## config.mk

```make
export PLATFORM = sky130hd
export DESIGN_NAME = div_unit
export DESIGN_NICKNAME = d
export VERILOG_FILES = /design/src/rtl/div_unit_pkg.sv /design/src/rtl/div_unit.sv
export SDC_FILE = /design/constraint.sdc
export NUM_CORES = 1
export LEC_CHECK = 0
export BUFFER_PORTS_ARGS = -buffer_cell sky130_fd_sc_hd__buf_2
export CORE_MARGIN = 4
export CORE_UTILIZATION = 60
export DETAILED_ROUTE_END_ITERATION = 8
export PLACE_DENSITY = 0.81
export SLEW_MARGIN = 20
export SYNTH_ARGS = -nofsm -noshare
export SYNTH_HDL_FRONTEND = slang
export SYNTH_SLANG_ARGS = --single-unit
```

## constraint.sdc

```tcl
create_clock -name clk -period 6.75 [get_ports clk]
set_clock_uncertainty 0.05 [all_clocks]
set_input_delay 1.0125 -clock clk [delete_from_list [all_inputs] [get_ports clk]]
set_output_delay 1.0125 -clock clk [all_outputs]
set_load 0.03 [all_outputs]
```

## src/rtl/div_unit_pkg.sv

```systemverilog
// Shared encodings for the EX-stage iterative divider: FSM states and the
// decoder op codes that drive start/signed_div.
package div_unit_pkg;

  typedef enum logic [1:0] {
    DIV_IDLE = 2'd0,
    DIV_BUSY = 2'd1,
    DIV_ZERO = 2'd2,
    DIV_DONE = 2'd3
  } div_state_e;

  localparam logic [7:0] EXE_DIV_OP  = 8'b0001_1010;
  localparam logic [7:0] EXE_DIVU_OP = 8'b0001_1011;

endpackage

```

## src/rtl/div_unit.sv

```systemverilog
// Iterative restoring divider for DIV/DIVU: one quotient bit per clock,
// result = {remainder, quotient}; stalls the pipeline while working.
module div_unit
  import div_unit_pkg::*;
#(
  parameter int WIDTH = 32
) (
  input  logic                 clk,
  input  logic                 rst,
  input  logic [WIDTH-1:0]     a,
  input  logic [WIDTH-1:0]     b,
  input  logic                 signed_div,
  input  logic                 start,
  input  logic                 annul,
  output logic                 stall_req,
  output logic [2*WIDTH-1:0]   result,
  output logic                 ready
);

  localparam int CW = $clog2(WIDTH);

  div_state_e         state_q, state_d;
  logic [CW-1:0]      count_q, count_d;
  logic [WIDTH-1:0]   rem_q, rem_d;
  logic [WIDTH-1:0]   dvd_q, dvd_d;
  logic [WIDTH-1:0]   dvs_q, dvs_d;
  logic               negq_q, negq_d;
  logic               negr_q, negr_d;
  logic [2*WIDTH-1:0] result_q, result_d;

  logic [WIDTH-1:0]   a_mag, b_mag;
  logic [WIDTH:0]     shifted;
  logic [WIDTH+1:0]   trial;
  logic               trial_neg;
  logic [WIDTH-1:0]   rem_next, dvd_next;

  // The most negative value maps onto itself, which is its correct unsigned magnitude.
  assign a_mag = (signed_div && a[WIDTH-1]) ? -a : a;
  assign b_mag = (signed_div && b[WIDTH-1]) ? -b : b;

  // Extra top bit on the trial difference acts as the borrow / sign.
  assign shifted   = {rem_q, dvd_q[WIDTH-1]};
  assign trial     = {1'b0, shifted} - {2'b00, dvs_q};
  assign trial_neg = trial[WIDTH+1];
  assign rem_next  = trial_neg ? shifted[WIDTH-1:0] : trial[WIDTH-1:0];
  assign dvd_next  = {dvd_q[WIDTH-2:0], ~trial_neg};

  always_comb begin
    state_d  = state_q;
    count_d  = count_q;
    rem_d    = rem_q;
    dvd_d    = dvd_q;
    dvs_d    = dvs_q;
    negq_d   = negq_q;
    negr_d   = negr_q;
    result_d = result_q;

    case (state_q)
      DIV_IDLE: begin
        if (start && !annul) begin
          if (b != '0) begin
            state_d = DIV_BUSY;
            dvd_d   = a_mag;
            dvs_d   = b_mag;
            rem_d   = '0;
            count_d = '0;
            negq_d  = signed_div & (a[WIDTH-1] ^ b[WIDTH-1]);
            negr_d  = signed_div & a[WIDTH-1];
          end else begin
            state_d = DIV_ZERO;
          end
        end
      end
      DIV_ZERO: begin
        result_d = '0;
        state_d  = DIV_DONE;
      end
      DIV_BUSY: begin
        rem_d   = rem_next;
        dvd_d   = dvd_next;
        count_d = count_q + CW'(1);
        if (count_q == CW'(WIDTH - 1)) begin
          result_d = {(negr_q ? -rem_next : rem_next),
                      (negq_q ? -dvd_next : dvd_next)};
          state_d  = DIV_DONE;
        end
      end
      DIV_DONE: begin
        state_d = DIV_IDLE;
      end
      default: begin
        state_d = DIV_IDLE;
      end
    endcase

    // A flush wins over everything, including the final result write.
    if (annul) begin
      state_d  = DIV_IDLE;
      result_d = result_q;
    end
  end

  always_ff @(posedge clk or posedge rst) begin
    if (rst) begin
      state_q  <= DIV_IDLE;
      count_q  <= '0;
      rem_q    <= '0;
      dvd_q    <= '0;
      dvs_q    <= '0;
      negq_q   <= 1'b0;
      negr_q   <= 1'b0;
      result_q <= '0;
    end else begin
      state_q  <= state_d;
      count_q  <= count_d;
      rem_q    <= rem_d;
      dvd_q    <= dvd_d;
      dvs_q    <= dvs_d;
      negq_q   <= negq_d;
      negr_q   <= negr_d;
      result_q <= result_d;
    end
  end

  assign result    = result_q;
  assign ready     = (state_q == DIV_DONE);
  assign stall_req = ~rst & ~annul &
                     (((state_q == DIV_IDLE) & start) |
                      (state_q == DIV_BUSY) |
                      (state_q == DIV_ZERO));

endmodule

```

# Word-level counts from Yosys, hierarchy flattened
# Cells that the tools add are included.
dict set report word_totals {
  regBits 169
  input_bits 69
  output_inout_bits 66
  word_cells 67
}
dict set report op_classes {
  add_sub_neg 6
  n_eq_ne 9
  muxes 21
  bitwise_logic 11
  n_reduce_logical 12
}
# op n
set ops {}
lappend ops {{two-way mux 32 bit} 9}
lappend ops {{negator 32 bit} 4}
lappend ops {{case mux 32 bit (2 select lines)} 2}
lappend ops {{case mux 64 bit (2 select lines)} 1}
lappend ops {{two-way mux 64 bit} 1}
lappend ops {{subtractor 33 x 32 -> 34 bit} 1}
lappend ops {{nonzero test 32 bit} 1}
lappend ops {{two-way mux 5 bit} 2}
lappend ops {{case mux 5 bit (2 select lines)} 1}
lappend ops {{AND reduction 3 bit} 3}
lappend ops {{two-way mux 2 bit} 4}
lappend ops {{case mux 2 bit (4 select lines)} 1}
lappend ops {{inequality test 2 bit (second input constant)} 3}
lappend ops {{inequality test 3 bit (second input constant)} 2}
lappend ops {{adder 5 x 1 -> 5 bit (second input constant)} 1}
lappend ops {{bitwise AND 1 bit} 5}
lappend ops {{== test 5 bit (second input constant)} 1}
lappend ops {{== test 2 bit (second input constant)} 2}
lappend ops {{nonzero test 2 bit} 2}
lappend ops {{logical AND 1 bit} 3}
lappend ops {{inverter 1 bit} 3}
lappend ops {{== test 2 x 1 -> 1 bit (second input constant)} 1}
lappend ops {{logical NOT 2 bit} 1}
lappend ops {{OR 1 bit} 2}
lappend ops {{other kinds (3)} 3}

# Longest topological paths before layout
# Gate-level depths: netlist of run 1.
dict set report depth {
  word_depth 6
  mapped_depth 21
  mapped_depth_nobuf 17
}

# Worst setup path before layout of run 1
# No wires, ideal clock.
dict set report synth_timing {
  path_kind {flip-flop to flip-flop}
  startpoint {register rem_q[3]}
  endpoint {register result_q[28], in the netlist result[28]}
  setup_time_ns 0.133
  arrival_ns 4.455
  required_ns 6.567
  setup_slack_ns 2.112
  stages_incl_launch_ff 20
  n_path_buf 3
  synth_period_minus_slack_ns 4.638
  cell_sequence {dfrtp_1 ha_1 and2_4 a221o_1 o211a_1 o211ai_2 nand3_2 inv_2 buf_4 buf_2 buf_2 ha_1 nand2b_1 nand2b_1 nand2b_1 or2_2 or4_1 o31ai_1 xor2_1 o21ai_0}
}
dict set report synth_between {
  elab_chain_cells 6
}
# element line_no
set synth_lines {}
lappend synth_lines {{from (decl)} div_unit.sv:24} ;# logic [WIDTH-1:0] rem_q, rem_d;
lappend synth_lines {{from (signal assigned)} div_unit.sv:116} ;# rem_q <= rem_d;
lappend synth_lines {{subtractor 33 x 32 -> 34 bit} div_unit.sv:43} ;# assign trial = {1'b0, shifted} - {2'b00, dvs_q};
lappend synth_lines {{inverter 1 bit} div_unit.sv:46} ;# assign dvd_next = {dvd_q[WIDTH-2:0], ~trial_neg};
lappend synth_lines {{negator 32 bit} div_unit.sv:84} ;# (negq_q ? -dvd_next : dvd_next)};
lappend synth_lines {{two-way mux 32 bit} div_unit.sv:84}
lappend synth_lines {{two-way mux 64 bit} div_unit.sv:82} ;# if (count_q == CW'(WIDTH - 1)) begin
lappend synth_lines {{case mux 64 bit (2 select lines)} div_unit.sv:58} ;# case (state_q)
lappend synth_lines {{to (signal assigned)} div_unit.sv:121} ;# result_q <= result_d;
lappend synth_lines {{to (decl)} div_unit.sv:29} ;# logic [2*WIDTH-1:0] result_q, result_d;
# No other way between the ends. The select of a mux whose other input is x is not followed.
# A chain may end at the register's enable or synchronous reset.

# Worst setup path after layout of run 1
# Ends and elaborated chain as after synthesis.

==> results of run 1 <==
-- synth_stat cells, types with 4 or more instances --
cell	n	area, um2
nand2_1	239	897
dfrtp_1	169	4230
o21ai_0	167	836
nor2_1	112	420
xor2_1	80	701
a21oi_1	76	380
clkbuf_1	63	236
xnor2_1	62	543
inv_1	53	199
o31ai_1	49	368
ha_1	42	526
nand3_1	26	130
o22ai_1	25	156
mux2i_1	23	230
nor3_1	23	115
or3_1	20	125
o21ai_1	16	80.1
buf_2	15	75.1
o211ai_1	15	113
o41ai_1	14	123
a211oi_1	13	97.6
nand4_1	13	81.3
and2_1	12	75.1
or4_1	12	90.1
nor4_1	11	68.8
a21o_1	10	75.1
a31oi_1	10	62.6
nand2b_1	10	62.6
or2_2	9	56.3
a22oi_1	8	60.1
o21a_1	6	45.0
nor2b_1	5	31.3
o21bai_1	5	37.5
o41ai_2	5	81.3
and3_1	4	25.0
buf_1	4	15.0
nand3b_1	4	30.0
-- layer usage --
metal | share of wire, % | vias to the layer above | wire [um] | GRT usage, %
met5 | 0 | - | 0 | 0
met3 | 11 | 61 | 3640 | 6.86
li1 | - | 5499 | - | -
met1 | 47 | 5455 | 15900 | 47.7
met4 | 1.8 | 0 | 626 | 7.71
met2 | 41 | 566 | 13900 | 41.2
-- flip-flops by register name, indices dropped and copies added (netlist names) --
register	cells
negr_q	1
dvs_q	32
result	64
negq_q	1
state_q	2
count_q	5
rem_q	32
dvd_q	32
-- layout make-up --
type                            count  area share [%]
Multi-Input combinational cell   1190            54.8
Sequential cell                   169            31.1
Timing Repair Buffer              144            5.51
Clock buffer                       17            3.13
Tap cell                          265            2.44
Inverter                           55            1.55
Clock inverter                     15            1.48
-- kinds of logic after synthesis --
kind of cell	Yosys count
muxes	27
and+or+nand+nor	523
adders and majority gates	43
buffers and inverters	141
DFF	169
xor gates and xnor gates	142
AOI/OAI and AO/OA	455
-- cell usage in the layout, fill, tap and decap left out, types with 6 or more instances in the layout --
cell         n
a211oi_1    12
a21o_1      10
a21oi_1     75
a22oi_1      8
a31oi_1     10
and2_1      12
buf_2      134
buf_4        9
clkbuf_16   17
dfrtp_1    169
ha_1        42
inv_1       52
mux2i_1     23
nand2_1    239
nand2b_1    10
nand3_1     26
nand4_1     13
nor2_1     112
nor3_1      23
nor4_1      11
o211ai_1    15
o21a_1       6
o21ai_0    167
o21ai_1     16
o22ai_1     25
o31ai_1     49
o41ai_1     14
or2_2        9
or3_1       20
or4_1       12
xnor2_1     62
xor2_1      80
-- worst reg2reg max path, cell delays in order, from the launching register on --
cell,delay (ns)
dfrtp_1,0.42
ha_1,0.39
and2_4,0.21
a221o_1,0.34
o211a_1,0.27
o211ai_2,0.22
nand3_2,0.53
inv_2,0.20
ha_1,0.19
nand2b_1,0.10
nand2b_1,0.20
nand2b_1,0.20
or2_2,0.35
or4_1,0.55
o31ai_1,0.30
xor2_1,0.16
o21ai_0,0.10
-- stage by stage --
stage                     area [um2]  hold WS [ns]
after floorplan                12200         0.395
after global placement         13000         0.406
after detailed placement       13000         0.414
after CTS                      13600         0.431
after global routing           13600         0.442
final                          13600         0.422
-- power by group --
group          switching (W)  internal (W)
sequential          0.000278       0.00121
clock               0.000495      0.000540
combinational        0.00136      0.000726
total                0.00213       0.00248
-- final timing paths --
kind                               to  slack, ns  depth (start not counted)
max                        result[28]       1.83                         16
min                        result[46]       0.42                          2
max reg2reg                result[28]       1.83                         16
min reg2reg                result[46]       0.42                          2
max in group asynchronous  result[42]       4.74                          3
min in group asynchronous  state_q[1]       0.69                          2
==> impl_metrics.toml, run 1 <==
[status]
outcome = "complete, no violations"

[global_routing]
grt-ovfl-total = 0
grt_pass1_vias = 10456
antenna_found_initial = 0
grt_max_degree = 89
grt_pass1_wl_mm = 54.7
grt_usage_pct = 30.1

[clocking]
numCtsBuffers = 17
ctsResizeCount = 0
path_clk_slew_ns = 0.08
htree_levels = 4
clock_path_buffers = 2
worstSkewPairLatency_ns = 0.44
cts.sinks = 169
hold_buffers = 0
cts_root_buf = "clkbuf_16"
tritoncts = "yes"
cts_setup_buffers = 0

[detailed_routing]
vias = 11581
drtPass1Iterations = 6
drt-vias-per-instance = 6.24
wire_per_inst_um = 18.3
post-route-drc-count = 0
wirelength_mm = 34.0
drtIter0Drc = 1330
ant_nets = 0

[setup_path]
crit_path_start_kind = "flip-flop"
timing.critical_path.buf_inv = 1
path_cells = "ha_1 -> and2_4 -> a221o_1 -> o211a_1 -> o211ai_2 -> nand3_2 -> inv_2 -> ha_1 -> nand2b_1 -> nand2b_1 -> nand2b_1 -> or2_2 -> or4_1 -> o31ai_1 -> xor2_1 -> o21ai_0"
startpoint = "rem_q[3]"
cp_slowest_cell = "or4_1"
required_ns = 6.99
r2r_start = "rem_q[3]"
crit_type = "flip-flop to flip-flop"
critPathTopFamily = "simple AND/OR/NAND/NOR gates"
worstSetupEndpointType = "flip-flop"
cpMostUsedCell = "nand2b_1"
path_max_fanout = 26
cp.arrival_ns = 5.15
slowest_delay_ns = 0.55

[logic_synthesis]
async_flop_share_pct = 100
synth_top_family_by_area = "compound AO/OA/AOI/OAI gates"
synthSimpleGateAreaFrac_pct = 20.1
yosysWarnings = 0
synth_ff_type = "dfrtp_1"
synth_xor_area_share_pct = 10.2
synthCells = 1500
ys_types = 87
syn-num-nets = 1612
synthesis.area_um2 = 12200
muxShareOfSynthArea_pct = 2.28
syn_area_per_cell_um2 = 8.15
ys_seq_area_share_pct = 34.6
synth_fa_ha_area_share_pct = 4.46
synth_edf_count = 0
synth_seq_cells = 169
synth_compound_area_share_pct = 23.8

[sta]
hold_viol_final = 0
grt_setup_unrepaired = "false"
finalCriticalPeriod_ns = 4.92
relSlewSlack_pct = 34.1
tightest_slew_ns = 0.989
final_max_slew_viol_count = 0
min_period_over_period_pct = 72.8
setup_tns_ns = 0
setup_slack_ns = 1.83
setup_viol = 0
fmax_mhz = 203

[final_layout]
nets = 1689
nFillCells = 1639
final_util_pct = 68.8
diodes = 0
register_area_um2 = 4230
drive_gt1_share_pct = 14.3
layout.cells.non_filler = 1855
area_growth_pct = 11.3
multi_input_area_um2 = 7460

[die]
die_h_um = 151
core_um2 = 19800
io-pin-count = 135
die_w_um = 151
initial_core_util_pct = 61.8
core.rowCount = 51
fp.dieArea_um2 = 22700

[place]
place_congestion = 0.985
dpl.cell_count = 1823
dp_hpwl_mm = 25.6
preCtsSetupSlack_ns = 1.90
portBuffers = 134

[power_and_ir_drop]
powerDensity_nw_per_um2 = 339
leakagePower_nw = 6.20
power_w = 0.00461
ir_worst_vdd_mv = 0.317

[hold_path]
worstHoldStart = "result[46]"
hp-class = "flip-flop to flip-flop"

[flow_run]
maxCapViolCount = 0
Power figures use the tool's default switching activity.
==> run 2, diff against run 1 <==
CORE_UTILIZATION = 54   (was 60)
PLACE_DENSITY = 0.77   (was 0.81)
clock period = 4.42 ns   (was 6.75 ns; I/O delays follow)
==> run 2 against run 1 <==
Compared with the run above: hold slack improved by 0.0030 ns; via count down 0.58%; clock power rose by 43%.
==> impl_metrics.toml, run 2 (synthesis results as in run 1) <==
[status]
outcome = "complete, no violations"

[detailed_routing]
vias = 11514
drt-vias-per-instance = 6.09
wirelength_mm = 34.6
drtPass1Iterations = 6
post-route-drc-count = 0
drtIter0Drc = 1190
wire_per_inst_um = 18.3
ant_nets = 0

[sta]
relSlewSlack_pct = 26.3
tightest_slew_ns = 1.11
setup_tns_ns = 0
setup_viol = 0
setup_slack_ns = 0.170
fmax_mhz = 235
final_max_slew_viol_count = 0
finalCriticalPeriod_ns = 4.25
hold_viol_final = 0
grt_setup_unrepaired = "true"
min_period_over_period_pct = 96.2

[setup_path]
crit_path_start_kind = "flip-flop"
slowest_delay_ns = 0.55
timing.critical_path.buf_inv = 1
worstSetupEndpointType = "flip-flop"
required_ns = 4.67
crit_type = "flip-flop to flip-flop"
critPathTopFamily = "simple AND/OR/NAND/NOR gates"
cp.arrival_ns = 4.50
cp_slowest_cell = "or4_4"
path_cells = "ha_4 -> and2_4 -> a221o_1 -> o211a_1 -> o211ai_4 -> nand3_4 -> inv_4 -> ha_1 -> nand2b_1 -> nand2b_1 -> nand2b_1 -> or2_2 -> or4_4 -> o41ai_4 -> xor2_1 -> o21ai_0"
path_max_fanout = 5
cpMostUsedCell = "nand2b_1"

[final_layout]
nets = 1709
area_growth_pct = 13.5
drive_gt1_share_pct = 16.1
final_area_um2 = 13900
final_util_pct = 63.0
layout_commonest_cell = "nand2_1"
largest_reg_flops = 64
most-common-layout-cells = "239 x nand2_1, 168 x dfrtp_1, 166 x o21ai_0, 134 x buf_2, 111 x nor2_1"

[die]
die_w_um = 158
io-pin-count = 135
fp.dieArea_um2 = 25100
die_h_um = 158
core.rowCount = 54
core_um2 = 22000
initial_core_util_pct = 55.5

[place]
portBuffers = 134
place_congestion = 0.936
preCtsSetupSlack_ns = 0.157
dp_hpwl_mm = 25.9
place_area_um2 = 13200

[power_and_ir_drop]
ir_worst_vdd_mv = 0.241
power_w = 0.00698
powerDensity_nw_per_um2 = 503
leakagePower_nw = 6.27

[clocking]
hold_buffers = 0
cts.sinks = 169
tritoncts = "yes"
htree_levels = 4
cts_setup_buffers = 0
ctsResizeCount = 0
numCtsBuffers = 17
clock_path_buffers = 2
cts_root_buf = "clkbuf_16"
path_clk_slew_ns = 0.07
worstSkewPairLatency_ns = 0.44

[global_routing]
grt_use_met3_pct = 3.91
grtUsageMet1_pct = 42.0
grt_usage_pct = 27.6
top_usage_layer = "met1"
grt_pass1_vias = 10567
grt_max_degree = 170
grt.met2_usage_pct = 41.5
grt_pass1_wl_mm = 55.8
antenna_found_initial = 1
grt-ovfl-total = 0

[hold_path]
hp-class = "primary input to async pin"

[flow_run]
maxCapViolCount = 0
run 2: changes by cell type in the layout (fill, tap and decap cells not counted), sizes merged:
cell | previous run | this run
diode | 0 | 1
clkinv | 6 | 5
clkinvlp | 1 | 3
bufinv | 1 | 0
buf | 144 | 164
run 2: metrics by stage:
| step | hold slack [ns] | cells |
|---|---|---|
| floorplan | 0.395 | 1500 |
| finish | 0.425 | 1891 |
| global route | 0.445 | 1891 |
| global placement | 0.406 | 1858 |
| CTS | 0.431 | 1890 |
| detailed placement | 0.415 | 1858 |
run 2: layer usage:
layer  share of wire, %  vias to the layer above
li1                   -                     5553
met1                 46                     5436
met2                 45                      484
met3                8.4                       41
met4                1.5                        0
met5                  0                        -
run 2: layout make-up:
class / instances / area [um2]
clock buffers: 17 / 425
clock inverters: 15 / 153
fillers: 1895 / 8150
multi-input cells: 1190 / 7560
flip-flops and latches: 169 / 4230
diodes: 1 / 2.50
repair buffers: 164 / 941
inverters: 55 / 213
well taps: 280 / 350
run 2: worst register-to-register path: cells and delay by family (launching register included):
kind / cells / cell delay (ns)
buf+inv: 1 / 0.09
flops: 1 / 0.44
simple gates: 7 / 1.71
compound gates: 5 / 1.21
fa+ha+maj: 2 / 0.46
xor+xnor: 1 / 0.17
run 2: final timing paths:
check,startpoint,end,slack [ns],depth (start not counted)
worst max-delay path,rem_q[3],result[26],0.17,16
worst min-delay path,rst,state_q[1],0.43,3
worst max register to register,rem_q[3],result[26],0.17,16
worst min register to register,result[59],result[59],0.43,2
max in group asynchronous,rst,rem_q[13],3.19,3
min in group clk,result[59],result[59],0.43,2
run 2: power by group:
| part | internal, W | total [W] | switching [W] |
|---|---|---|---|
| Sequential | 0.00185 | 0.00225 | 0.000400 |
| Clock | 0.000752 | 0.00149 | 0.000735 |
| Combinational | 0.00120 | 0.00324 | 0.00204 |
| Total | 0.00380 | 0.00698 | 0.00318 |
